## src/rtl/sap_ring_controller_if.sv

```systemverilog
// Control bundle between the SAP sequencer and the datapath it steers:
// the IR opcode flows in, the T-state, halt flag and every load/drive enable flow out.
interface sap_ring_controller_if #(
   parameter int OPW = 4,
   parameter int NT  = 6
);
   logic [OPW-1:0] i_opcode;
   logic [NT-1:0]  o_tstate;
   logic           o_halted;
   logic           o_pc_inc;
   logic           o_pc_out;
   logic           o_mar_en;
   logic           o_ram_out;
   logic           o_ir_en;
   logic           o_ir_out;
   logic           o_a_en;
   logic           o_a_out;
   logic           o_b_en;
   logic           o_alu_sub;
   logic           o_alu_out;
   logic           o_out_en;

   modport master (
      input  i_opcode,
      output o_tstate, o_halted, o_pc_inc, o_pc_out, o_mar_en, o_ram_out, o_ir_en,
             o_ir_out, o_a_en, o_a_out, o_b_en, o_alu_sub, o_alu_out, o_out_en
   );

   modport slave (
      output i_opcode,
      input  o_tstate, o_halted, o_pc_inc, o_pc_out, o_mar_en, o_ram_out, o_ir_en,
             o_ir_out, o_a_en, o_a_out, o_b_en, o_alu_sub, o_alu_out, o_out_en
   );
endinterface

```

## src/rtl/sap_ring_controller.sv

```systemverilog
// SAP controller-sequencer: one-hot T1..T6 ring decoded with the IR opcode into
// the datapath load enables, bus drivers, PC and ALU controls; HLT freezes the ring.
module sap_ring_controller #(
   parameter int OPW = 4,
   parameter int NT  = 6
) (
   input  logic                   clk,
   input  logic                   clr,
   sap_ring_controller_if.master  bus
);
   localparam logic [NT-1:0]  T1_VEC = NT'(1);
   localparam logic [OPW-1:0] OP_LDA = OPW'(4'b0000);
   localparam logic [OPW-1:0] OP_ADD = OPW'(4'b0001);
   localparam logic [OPW-1:0] OP_SUB = OPW'(4'b0010);
   localparam logic [OPW-1:0] OP_OUT = OPW'(4'b1110);
   localparam logic [OPW-1:0] OP_HLT = OPW'(4'b1111);

   logic [NT-1:0] r_tstate;
   logic          r_halted;
   logic [NT-1:0] w_tstate_next;
   logic          w_halted_next;
   logic [NT-1:0] w_ring_rot;
   logic          w_onehot;
   logic          w_pc_inc, w_pc_out, w_mar_en, w_ram_out, w_ir_en, w_ir_out;
   logic          w_a_en, w_a_out, w_b_en, w_alu_sub, w_alu_out, w_out_en;

   assign w_onehot = (r_tstate != '0) && ((r_tstate & (r_tstate - T1_VEC)) == '0);

   genvar gi;
   generate
      for (gi = 0; gi < NT; gi++) begin : g_ring
         assign w_ring_rot[gi] = r_tstate[(gi + NT - 1) % NT];
      end
   endgenerate

   always_ff @(posedge clk) begin
      if (clr) begin
         r_tstate <= T1_VEC;
         r_halted <= 1'b0;
      end else begin
         r_tstate <= w_tstate_next;
         r_halted <= w_halted_next;
      end
   end

   // A corrupted ring recovers to T1 regardless of halt; HLT is caught at the end of T4.
   always_comb begin
      w_tstate_next = r_tstate;
      w_halted_next = r_halted;
      if (!w_onehot) begin
         w_tstate_next = T1_VEC;
      end else if (!r_halted) begin
         if (r_tstate[3] && (bus.i_opcode == OP_HLT)) begin
            w_halted_next = 1'b1;
         end else begin
            w_tstate_next = w_ring_rot;
         end
      end
   end

   always_comb begin
      w_pc_inc  = 1'b0;
      w_pc_out  = 1'b0;
      w_mar_en  = 1'b0;
      w_ram_out = 1'b0;
      w_ir_en   = 1'b0;
      w_ir_out  = 1'b0;
      w_a_en    = 1'b0;
      w_a_out   = 1'b0;
      w_b_en    = 1'b0;
      w_alu_sub = 1'b0;
      w_alu_out = 1'b0;
      w_out_en  = 1'b0;
      if (!r_halted && w_onehot) begin
         if (r_tstate[0]) begin
            w_pc_out = 1'b1;
            w_mar_en = 1'b1;
         end
         if (r_tstate[1]) begin
            w_pc_inc = 1'b1;
         end
         if (r_tstate[2]) begin
            w_ram_out = 1'b1;
            w_ir_en   = 1'b1;
         end
         if (r_tstate[3]) begin
            if ((bus.i_opcode == OP_LDA) || (bus.i_opcode == OP_ADD) || (bus.i_opcode == OP_SUB)) begin
               w_ir_out = 1'b1;
               w_mar_en = 1'b1;
            end else if (bus.i_opcode == OP_OUT) begin
               w_a_out  = 1'b1;
               w_out_en = 1'b1;
            end
         end
         if (r_tstate[4]) begin
            if (bus.i_opcode == OP_LDA) begin
               w_ram_out = 1'b1;
               w_a_en    = 1'b1;
            end else if ((bus.i_opcode == OP_ADD) || (bus.i_opcode == OP_SUB)) begin
               w_ram_out = 1'b1;
               w_b_en    = 1'b1;
            end
         end
         if (r_tstate[5]) begin
            if ((bus.i_opcode == OP_ADD) || (bus.i_opcode == OP_SUB)) begin
               w_alu_out = 1'b1;
               w_a_en    = 1'b1;
               w_alu_sub = (bus.i_opcode == OP_SUB);
            end
         end
      end
   end

   assign bus.o_tstate  = r_tstate;
   assign bus.o_halted  = r_halted;
   assign bus.o_pc_inc  = w_pc_inc;
   assign bus.o_pc_out  = w_pc_out;
   assign bus.o_mar_en  = w_mar_en;
   assign bus.o_ram_out = w_ram_out;
   assign bus.o_ir_en   = w_ir_en;
   assign bus.o_ir_out  = w_ir_out;
   assign bus.o_a_en    = w_a_en;
   assign bus.o_a_out   = w_a_out;
   assign bus.o_b_en    = w_b_en;
   assign bus.o_alu_sub = w_alu_sub;
   assign bus.o_alu_out = w_alu_out;
   assign bus.o_out_en  = w_out_en;
endmodule

```

## src/flat_wrapper.sv

```systemverilog
// flat-port wrapper written by rule: the top's interface ports become plain ports
module sap_ring_controller_flat 
#(
   parameter int OPW = 4,
   parameter int NT  = 6
)
  (clk, clr, bus_i_opcode, bus_o_tstate, bus_o_halted, bus_o_pc_inc, bus_o_pc_out, bus_o_mar_en, bus_o_ram_out, bus_o_ir_en, bus_o_ir_out, bus_o_a_en, bus_o_a_out, bus_o_b_en, bus_o_alu_sub, bus_o_alu_out, bus_o_out_en);
  sap_ring_controller_if #(.OPW(OPW), .NT(NT)) bus_i ();
  input  logic clk;
  input  logic clr;
  input wire logic [$bits(bus_i.i_opcode)-1:0] bus_i_opcode;
  output wire logic [$bits(bus_i.o_tstate)-1:0] bus_o_tstate;
  output wire logic [$bits(bus_i.o_halted)-1:0] bus_o_halted;
  output wire logic [$bits(bus_i.o_pc_inc)-1:0] bus_o_pc_inc;
  output wire logic [$bits(bus_i.o_pc_out)-1:0] bus_o_pc_out;
  output wire logic [$bits(bus_i.o_mar_en)-1:0] bus_o_mar_en;
  output wire logic [$bits(bus_i.o_ram_out)-1:0] bus_o_ram_out;
  output wire logic [$bits(bus_i.o_ir_en)-1:0] bus_o_ir_en;
  output wire logic [$bits(bus_i.o_ir_out)-1:0] bus_o_ir_out;
  output wire logic [$bits(bus_i.o_a_en)-1:0] bus_o_a_en;
  output wire logic [$bits(bus_i.o_a_out)-1:0] bus_o_a_out;
  output wire logic [$bits(bus_i.o_b_en)-1:0] bus_o_b_en;
  output wire logic [$bits(bus_i.o_alu_sub)-1:0] bus_o_alu_sub;
  output wire logic [$bits(bus_i.o_alu_out)-1:0] bus_o_alu_out;
  output wire logic [$bits(bus_i.o_out_en)-1:0] bus_o_out_en;
  assign bus_i.i_opcode = bus_i_opcode;
  assign bus_o_tstate = bus_i.o_tstate;
  assign bus_o_halted = bus_i.o_halted;
  assign bus_o_pc_inc = bus_i.o_pc_inc;
  assign bus_o_pc_out = bus_i.o_pc_out;
  assign bus_o_mar_en = bus_i.o_mar_en;
  assign bus_o_ram_out = bus_i.o_ram_out;
  assign bus_o_ir_en = bus_i.o_ir_en;
  assign bus_o_ir_out = bus_i.o_ir_out;
  assign bus_o_a_en = bus_i.o_a_en;
  assign bus_o_a_out = bus_i.o_a_out;
  assign bus_o_b_en = bus_i.o_b_en;
  assign bus_o_alu_sub = bus_i.o_alu_sub;
  assign bus_o_alu_out = bus_i.o_alu_out;
  assign bus_o_out_en = bus_i.o_out_en;
  sap_ring_controller #(.OPW(OPW), .NT(NT)) u_core (.clk(clk), .clr(clr), .bus(bus_i));
endmodule
```

## config.mk

```make
export PLATFORM = sky130hd
export DESIGN_NAME = sap_ring_controller_flat
export DESIGN_NICKNAME = d
export VERILOG_FILES = /design/src/rtl/sap_ring_controller_if.sv /design/src/rtl/sap_ring_controller.sv /design/src/flat_wrapper.sv
export SDC_FILE = /design/constraint.sdc
export NUM_CORES = 1
export LEC_CHECK = 0
export BUFFER_PORTS_ARGS = -buffer_cell sky130_fd_sc_hd__buf_4
export CAP_MARGIN = 20
export CORE_MARGIN = 1
export CORE_UTILIZATION = 30
export DETAILED_ROUTE_END_ITERATION = 16
export PLACE_DENSITY = 0.64
export SLEW_MARGIN = 20
export SYNTH_ARGS = -nofsm -noshare
export SYNTH_HDL_FRONTEND = slang
export SYNTH_SLANG_ARGS = --single-unit
```

## constraint.sdc

```tcl
create_clock -name clk -period 2.7 [get_ports clk]
set_clock_uncertainty 0.1 [all_clocks]
set_input_delay 0.81 -clock clk [delete_from_list [all_inputs] [get_ports clk]]
set_output_delay 0.81 -clock clk [all_outputs]
set_load 0.01 [all_outputs]
```

==> After elaboration in Yosys (flattened, before gate mapping) <==
Index checks and enable logic that the tools add are counted.
{ "classes": {"addsub": 1, "eq_ne": 4, "mux": 36, "bitwise_logic": 4, "reduce_logical": 12} }
{ "op_table": {"columns": ["operator", "count"], "rows": [
  ["1-bit two-way mux", 36],
  ["4-bit == test, second input constant", 2],
  ["6-bit bitwise AND", 1],
  ["6-bit zero test", 1],
  ["6-bit nonzero test", 1],
  ["6-bit by 1-bit subtractor with 6-bit output, second input constant", 1],
  ["4-bit by 1-bit == test with 1-bit output, second input constant", 1],
  ["4-bit by 2-bit == test with 1-bit output, second input constant", 1],
  ["4-bit zero test", 1],
  ["1-bit logical AND", 3],
  ["1-bit logical OR", 3],
  ["1-bit inverter", 3],
  ["2-bit AND reduction", 1],
  ["2-bit OR reduction", 1],
  ["1-bit zero test", 1]
]} }
{ "word_totals": {"register_bits": 7, "in_bits": 6, "output_inout_bits": 19, "wordCells": 59} }

==> Logic depth before layout (Yosys ltp) <==
{ "depth": {"word_depth": 6, "ltp_mapped": 7, "depth_no_buf": 4} }

==> Worst setup path after synthesis <==
OpenSTA, ideal clock, no wires.
{ "synth_timing": {"path_kind": "register to output", "start": "reg u_core.r_tstate[0] (netlist: u_core.bus.o_tstate[0])", "end": "out bus_o_out_en", "arrival_time_ps": 1761, "required_time_ps": 1790, "slack_ps": 29, "stages_incl_launch_ff": 8, "path_buffers": 3, "cell_sequence": "dfxtp_1 > buf_6 > or3_4 > nor4_4 > a211oi_2 > buf_6 > nor4_4 > buf_4"} }
{ "synth_via": {"elab_chain_cells": 6, "elab_cells_between_ends": 7, "classes_between": "add/sub (1); mux (1); bitwise (1); reduce/logical (4)"} }
{ "synth_rtl": {"columns": ["item", "line_no", "text"], "rows": [
  ["start: declaration", "sap_ring_controller.sv:18", "logic [NT-1:0] r_tstate;"],
  ["start signal: assignment", "sap_ring_controller.sv:41", "r_tstate <= w_tstate_next;"],
  ["6-bit by 1-bit subtractor with 6-bit output", "sap_ring_controller.sv:27", "assign w_onehot = (r_tstate != '0) && ((r_tstate & (r_tstate - T1_VEC)) == '0);"],
  ["6-bit bitwise AND", "sap_ring_controller.sv:27", null],
  ["6-bit zero test", "sap_ring_controller.sv:27", null],
  ["1-bit logical AND (*)", "sap_ring_controller.sv:27", null],
  ["1-bit logical AND (*)", "sap_ring_controller.sv:74", "if (!r_halted && w_onehot) begin"],
  ["1-bit two-way mux (*)", null, null],
  ["end: declaration", "flat_wrapper.sv:25", "output wire logic [$bits(bus_i.o_out_en)-1:0] bus_o_out_en;"]
]} }
Every way passes the cells marked *; elsewhere a longest branch is shown, timed or not.

==> Worst setup path in the final report <==
{ "layout_timing": {"start": "reg u_core.r_tstate[0] (netlist: u_core.bus.o_tstate[0])", "end": "out bus_o_pc_out"} }
{ "layout_via": {"elab_chain_cells": 6, "elab_cells_between_ends": 8, "classes_between": "add/sub (1); mux (2); bitwise (1); reduce/logical (4)"} }
{ "layout_rtl": {"columns": ["item", "line_no", "text"], "rows": [
  ["6-bit by 1-bit subtractor with 6-bit output", "sap_ring_controller.sv:27", null],
  ["6-bit bitwise AND", "sap_ring_controller.sv:27", null],
  ["6-bit zero test", "sap_ring_controller.sv:27", null],
  ["1-bit logical AND", "sap_ring_controller.sv:27", null],
  ["1-bit logical AND", "sap_ring_controller.sv:74", null],
  ["1-bit two-way mux (*)", "sap_ring_controller.sv:74", null],
  ["end: declaration", "flat_wrapper.sv:15", "output wire logic [$bits(bus_i.o_pc_out)-1:0] bus_o_pc_out;"]
]} }
Marked as above.

==> flow_summary.rst <==
.. list-table::
   :header-rows: 1

   * - Metric
     - Value
   * - Total Routing Usage GR
     - 14.8%
   * - Setup-failing EPs final
     - 10
   * - ANT cells
     - 0
   * - Vias in the first global route
     - 640
   * - Routed WL
     - approximately 1700 µm
   * - Largest incremental delay on the critical path
     - 0.36 ns
   * - Part of the cycle the worst path needs
     - 102%
   * - Crit path cell chain
     - xor2_1, a211o_1, a211oi_2, clkbuf_16, buf_12, nor2_1, buf_4
   * - Wire length of the first global-routing pass
     - 2820 µm
   * - Largest net degree at the start of global routing
     - 13
   * - Switching part of the total power
     - 40.1%
   * - Number of unique standard cell types used by synthesis
     - 28
   * - Setup crit end kind
     - output pin
   * - Crit path from
     - u_core.bus.o_tstate[0]
   * - WP buf/inv
     - 3
   * - Fraction of power consumed by combinational cells
     - approximately three quarters
   * - ANT nets after route
     - 0
   * - Mean instance size in the synthesized netlist
     - 8.08 µm²
   * - Slowest library cell on the worst path
     - sky130_fd_sc_hd__dfxtp_4
   * - Flop pwr share
     - 17.4%
   * - Die width
     - 48.7 µm
   * - Most common cell in the netlist
     - sky130_fd_sc_hd__nor2_1
   * - Area share of the leading cell type in the synthesized netlist
     - 21.4%
   * - Drt first-iter violations
     - 3
   * - Mapped cell area
     - 654 µm²
   * - Async S/R FF share, synth
     - 0%
   * - Die Height
     - approximately 50 µm
   * - Start of the worst register-to-register path
     - u_core.bus.o_tstate[0]
   * - Number of cell rows
     - 16
   * - Part of the power in the clock network
     - slightly above 9%
   * - Power Internal
     - 0.000612 W
   * - Count of max-cap constraint violations
     - 0
   * - Largest fanout of any net on the critical path
     - 7
   * - Initial core utilization
     - around 33%
   * - Normalized max-slew margin
     - 68.6%
   * - Number of H-tree levels
     - 1
   * - Final max-slew violation count
     - 0
   * - Post-route cell area
     - 1100 µm²
   * - Clock buffer depth
     - 2
   * - Minimum period implied by the final worst setup slack
     - 2.76 ns
   * - Data arrival at the endpoint of the critical path
     - 1.85 ns
   * - Post-synthesis to final-layout area growth
     - 67.9%
   * - Die ar.
     - 2370 µm²
   * - Top post-synthesis cells by count
     - sky130_fd_sc_hd__nor2_1 (16), sky130_fd_sc_hd__dfxtp_1 (7), sky130_fd_sc_hd__nor3_1 (6), sky130_fd_sc_hd__inv_1 (5), sky130_fd_sc_hd__mux2i_1 (5)
   * - Synthesized netlist net count
     - between 80 and 90
   * - RSZ-0062 raised after global routing
     - yes
   * - Number of failing hold endpoints at the final stage
     - 0
   * - Violated checks
     - setup timing
   * - Cell family contributing the most delay on the critical path
     - compound AO/OA/AOI/OAI gates
   * - Worst Max-Slew Pin Slew
     - between 0.4 and 0.5 ns
   * - Kind of launch point of the worst setup path
     - flip-flop
   * - CTS tree
     - done
   * - Synth Flop Type
     - sky130_fd_sc_hd__dfxtp_1
   * - Total power divided by cell area
     - 930 nW/µm²
   * - Clock network latency to the later pin of the worst-skew pair
     - between 0.2 and 0.3 ns
   * - Clock tree root driver cell
     - sky130_fd_sc_hd__clkbuf_4
   * - Initial DRT Pass Iterations
     - 4
   * - Max rail drop VDD
     - 547 µV
   * - Average wire per cell in the routed design
     - 11.6 µm
   * - Clock slew seen by the registers of the worst setup and hold paths
     - 0.05 ns
   * - RePlAce Congestion
     - 0.767
   * - Class of the tightest hold or removal check
     - flip-flop to flip-flop
   * - Port Buf Inserts
     - 24
   * - Average via count per standard cell
     - 4.87
   * - Number of antenna violations at the first check in global routing
     - 0
   * - Area leader, netlist
     - sky130_fd_sc_hd__dfxtp_1
   * - EDFF count, synth
     - 0
   * - Leak
     - between 0.4 and 0.5 nW
   * - Dpl cell area
     - about 880 µm²
   * - Top cells by area in the synthesized netlist
     - sky130_fd_sc_hd__dfxtp_1 (21%), sky130_fd_sc_hd__nor4_4 (9.8%), sky130_fd_sc_hd__nor2_1 (9.2%), sky130_fd_sc_hd__mux2i_1 (7.6%), sky130_fd_sc_hd__nor3_1 (4.6%)
   * - Register-to-Register Setup Slack
     - about 0.74 ns
   * - Mapped Cells
     - 81
   * - Flip-flop and latch count after synthesis
     - 7
   * - Post-layout utilization of the core
     - 54.9%
   * - HPWL after DPL
     - 1150 µm
   * - Outcome
     - complete, but fails checks
   * - Clock sink count
     - 7
   * - Total clock buffers created by CTS
     - 3
   * - Proportion of layout cells with a drive suffix above 1
     - a little under three fifths
   * - Required time of the critical path
     - 1.79 ns
   * - Standard cell core area
     - 2000 µm²
   * - Global route overflow
     - 0
   * - Nets
     - between 100 and 150
   * - Switching power of the nets
     - 0.000410 W
   * - Crit Path Category
     - flip-flop to output pin
   * - Setup WS post-layout
     - -0.0623 ns
   * - CTS Hold Bufs
     - 0
   * - Achievable Freq
     - between 300 and 400 MHz
   * - Top-Level Pins
     - 25
   * - Drt drc
     - 0
   * - Count of vias placed by the detailed router
     - 711
   * - Hold wc startpoint
     - u_core.bus.o_halted
   * - Post-synthesis sequential area ratio
     - a little over a fifth
   * - Number of warnings reported in the yosys synthesis log
     - 0
[power by group through the flow]
stage	combinational (W)	clock, W	sequential (W)
after floorplan	0.000343	0	0.000147
after global placement	0.000517	0	0.000161
after detailed placement	0.000520	0	0.000161
after CTS	0.000685	0.0000992	0.000165
after global routing	0.000807	0.000104	0.000182
final	0.000751	0.0000934	0.000177
[area by class of cell]
| cell class | instances | area [µm²] |
|---|---|---|
| clock buffers | 4 | 26.3 |
| fillers | 195 | 903 |
| inverters | 5 | 18.8 |
| multi-input cells | 60 | 505 |
| flip-flops and latches | 7 | 154 |
| well taps | 27 | 33.8 |
| repair buffers | 43 | 360 |
[state kept, by name, summed over array words and instances (netlist names)]
register / count
u_core.bus.o_tstate: 6
u_core.bus.o_halted: 1
[final timing paths]
path | end | cells after the start
worst min register to register | u_core.bus.o_halted | 2
worst max-delay path | bus_o_pc_out | 7
worst max register to register | u_core.bus.o_tstate[0] | 6
worst min-delay path | u_core.bus.o_halted | 2
[metal layers]
| layer | part of all wire, % | vias up | global-route usage (%) |
|---|---|---|---|
| met5 | 0 | - | 0 |
| met4 | 0 | 0 | 5.88 |
| met3 | 5.8 | 0 | 2.20 |
| met2 | 50 | 21 | 24.5 |
| met1 | 44 | 329 | 19.2 |
| li1 | - | 361 | - |
[cells in the final DEF, fill, tap and decap left out, drive strengths merged, types with 3 or more instances in the layout]
master  count
nor3        6
clkbuf      5
nand2       4
dfxtp       7
xor2        3
mux2i       5
inv         5
nor4        4
nor2       16
buf        42
[worst reg2reg max path, cell delays in order (launching register included)]
cell	delay, ns
sky130_fd_sc_hd__dfxtp_4	0.36
sky130_fd_sc_hd__or3_4	0.41
sky130_fd_sc_hd__buf_4	0.15
sky130_fd_sc_hd__buf_4	0.12
sky130_fd_sc_hd__nor4_2	0.26
sky130_fd_sc_hd__a211oi_2	0.14
sky130_fd_sc_hd__a211o_1	0.29
[kinds of logic (layout without fill, tap and decap cells)]
kind of cell | Yosys count | after routing | share of synthesized area (%)
AO/OA/AOI/OAI | 13 | 13 | 16.6
XOR/XNOR | 3 | 3 | 4.02
buffers and inverters | 14 | 52 | 12.0
flip-flops | 7 | 7 | 21.4
multiplexers | 5 | 5 | 7.65
AND/OR/NAND/NOR | 39 | 39 | 38.2
[metrics by stage]
step	hold slack, ns	power (W)	TNS [ns]	setup slack (ns)	cells
floorplan	0.469	0.000490	0	0.0286	81
global placement	0.476	0.000677	0	0.0782	131
detailed placement	0.472	0.000681	0	0.0583	131
CTS	0.493	0.000948	-0.437	-0.0837	144
global route	0.529	0.00109	-1.31	-0.137	146
finish	0.515	0.00102	-0.429	-0.0623	146
[timing repair]
action | CTS | global route
endpoints found under the hold margin | 0 | 0
buffers inserted | 9 | 2
endpoints found under the setup margin | 12 | 12
pin swaps | 6 | 4
cloned | 0 | 0
gates resized for setup | 13 | 10
No activity file was read; power rests on OpenSTA's default activity.
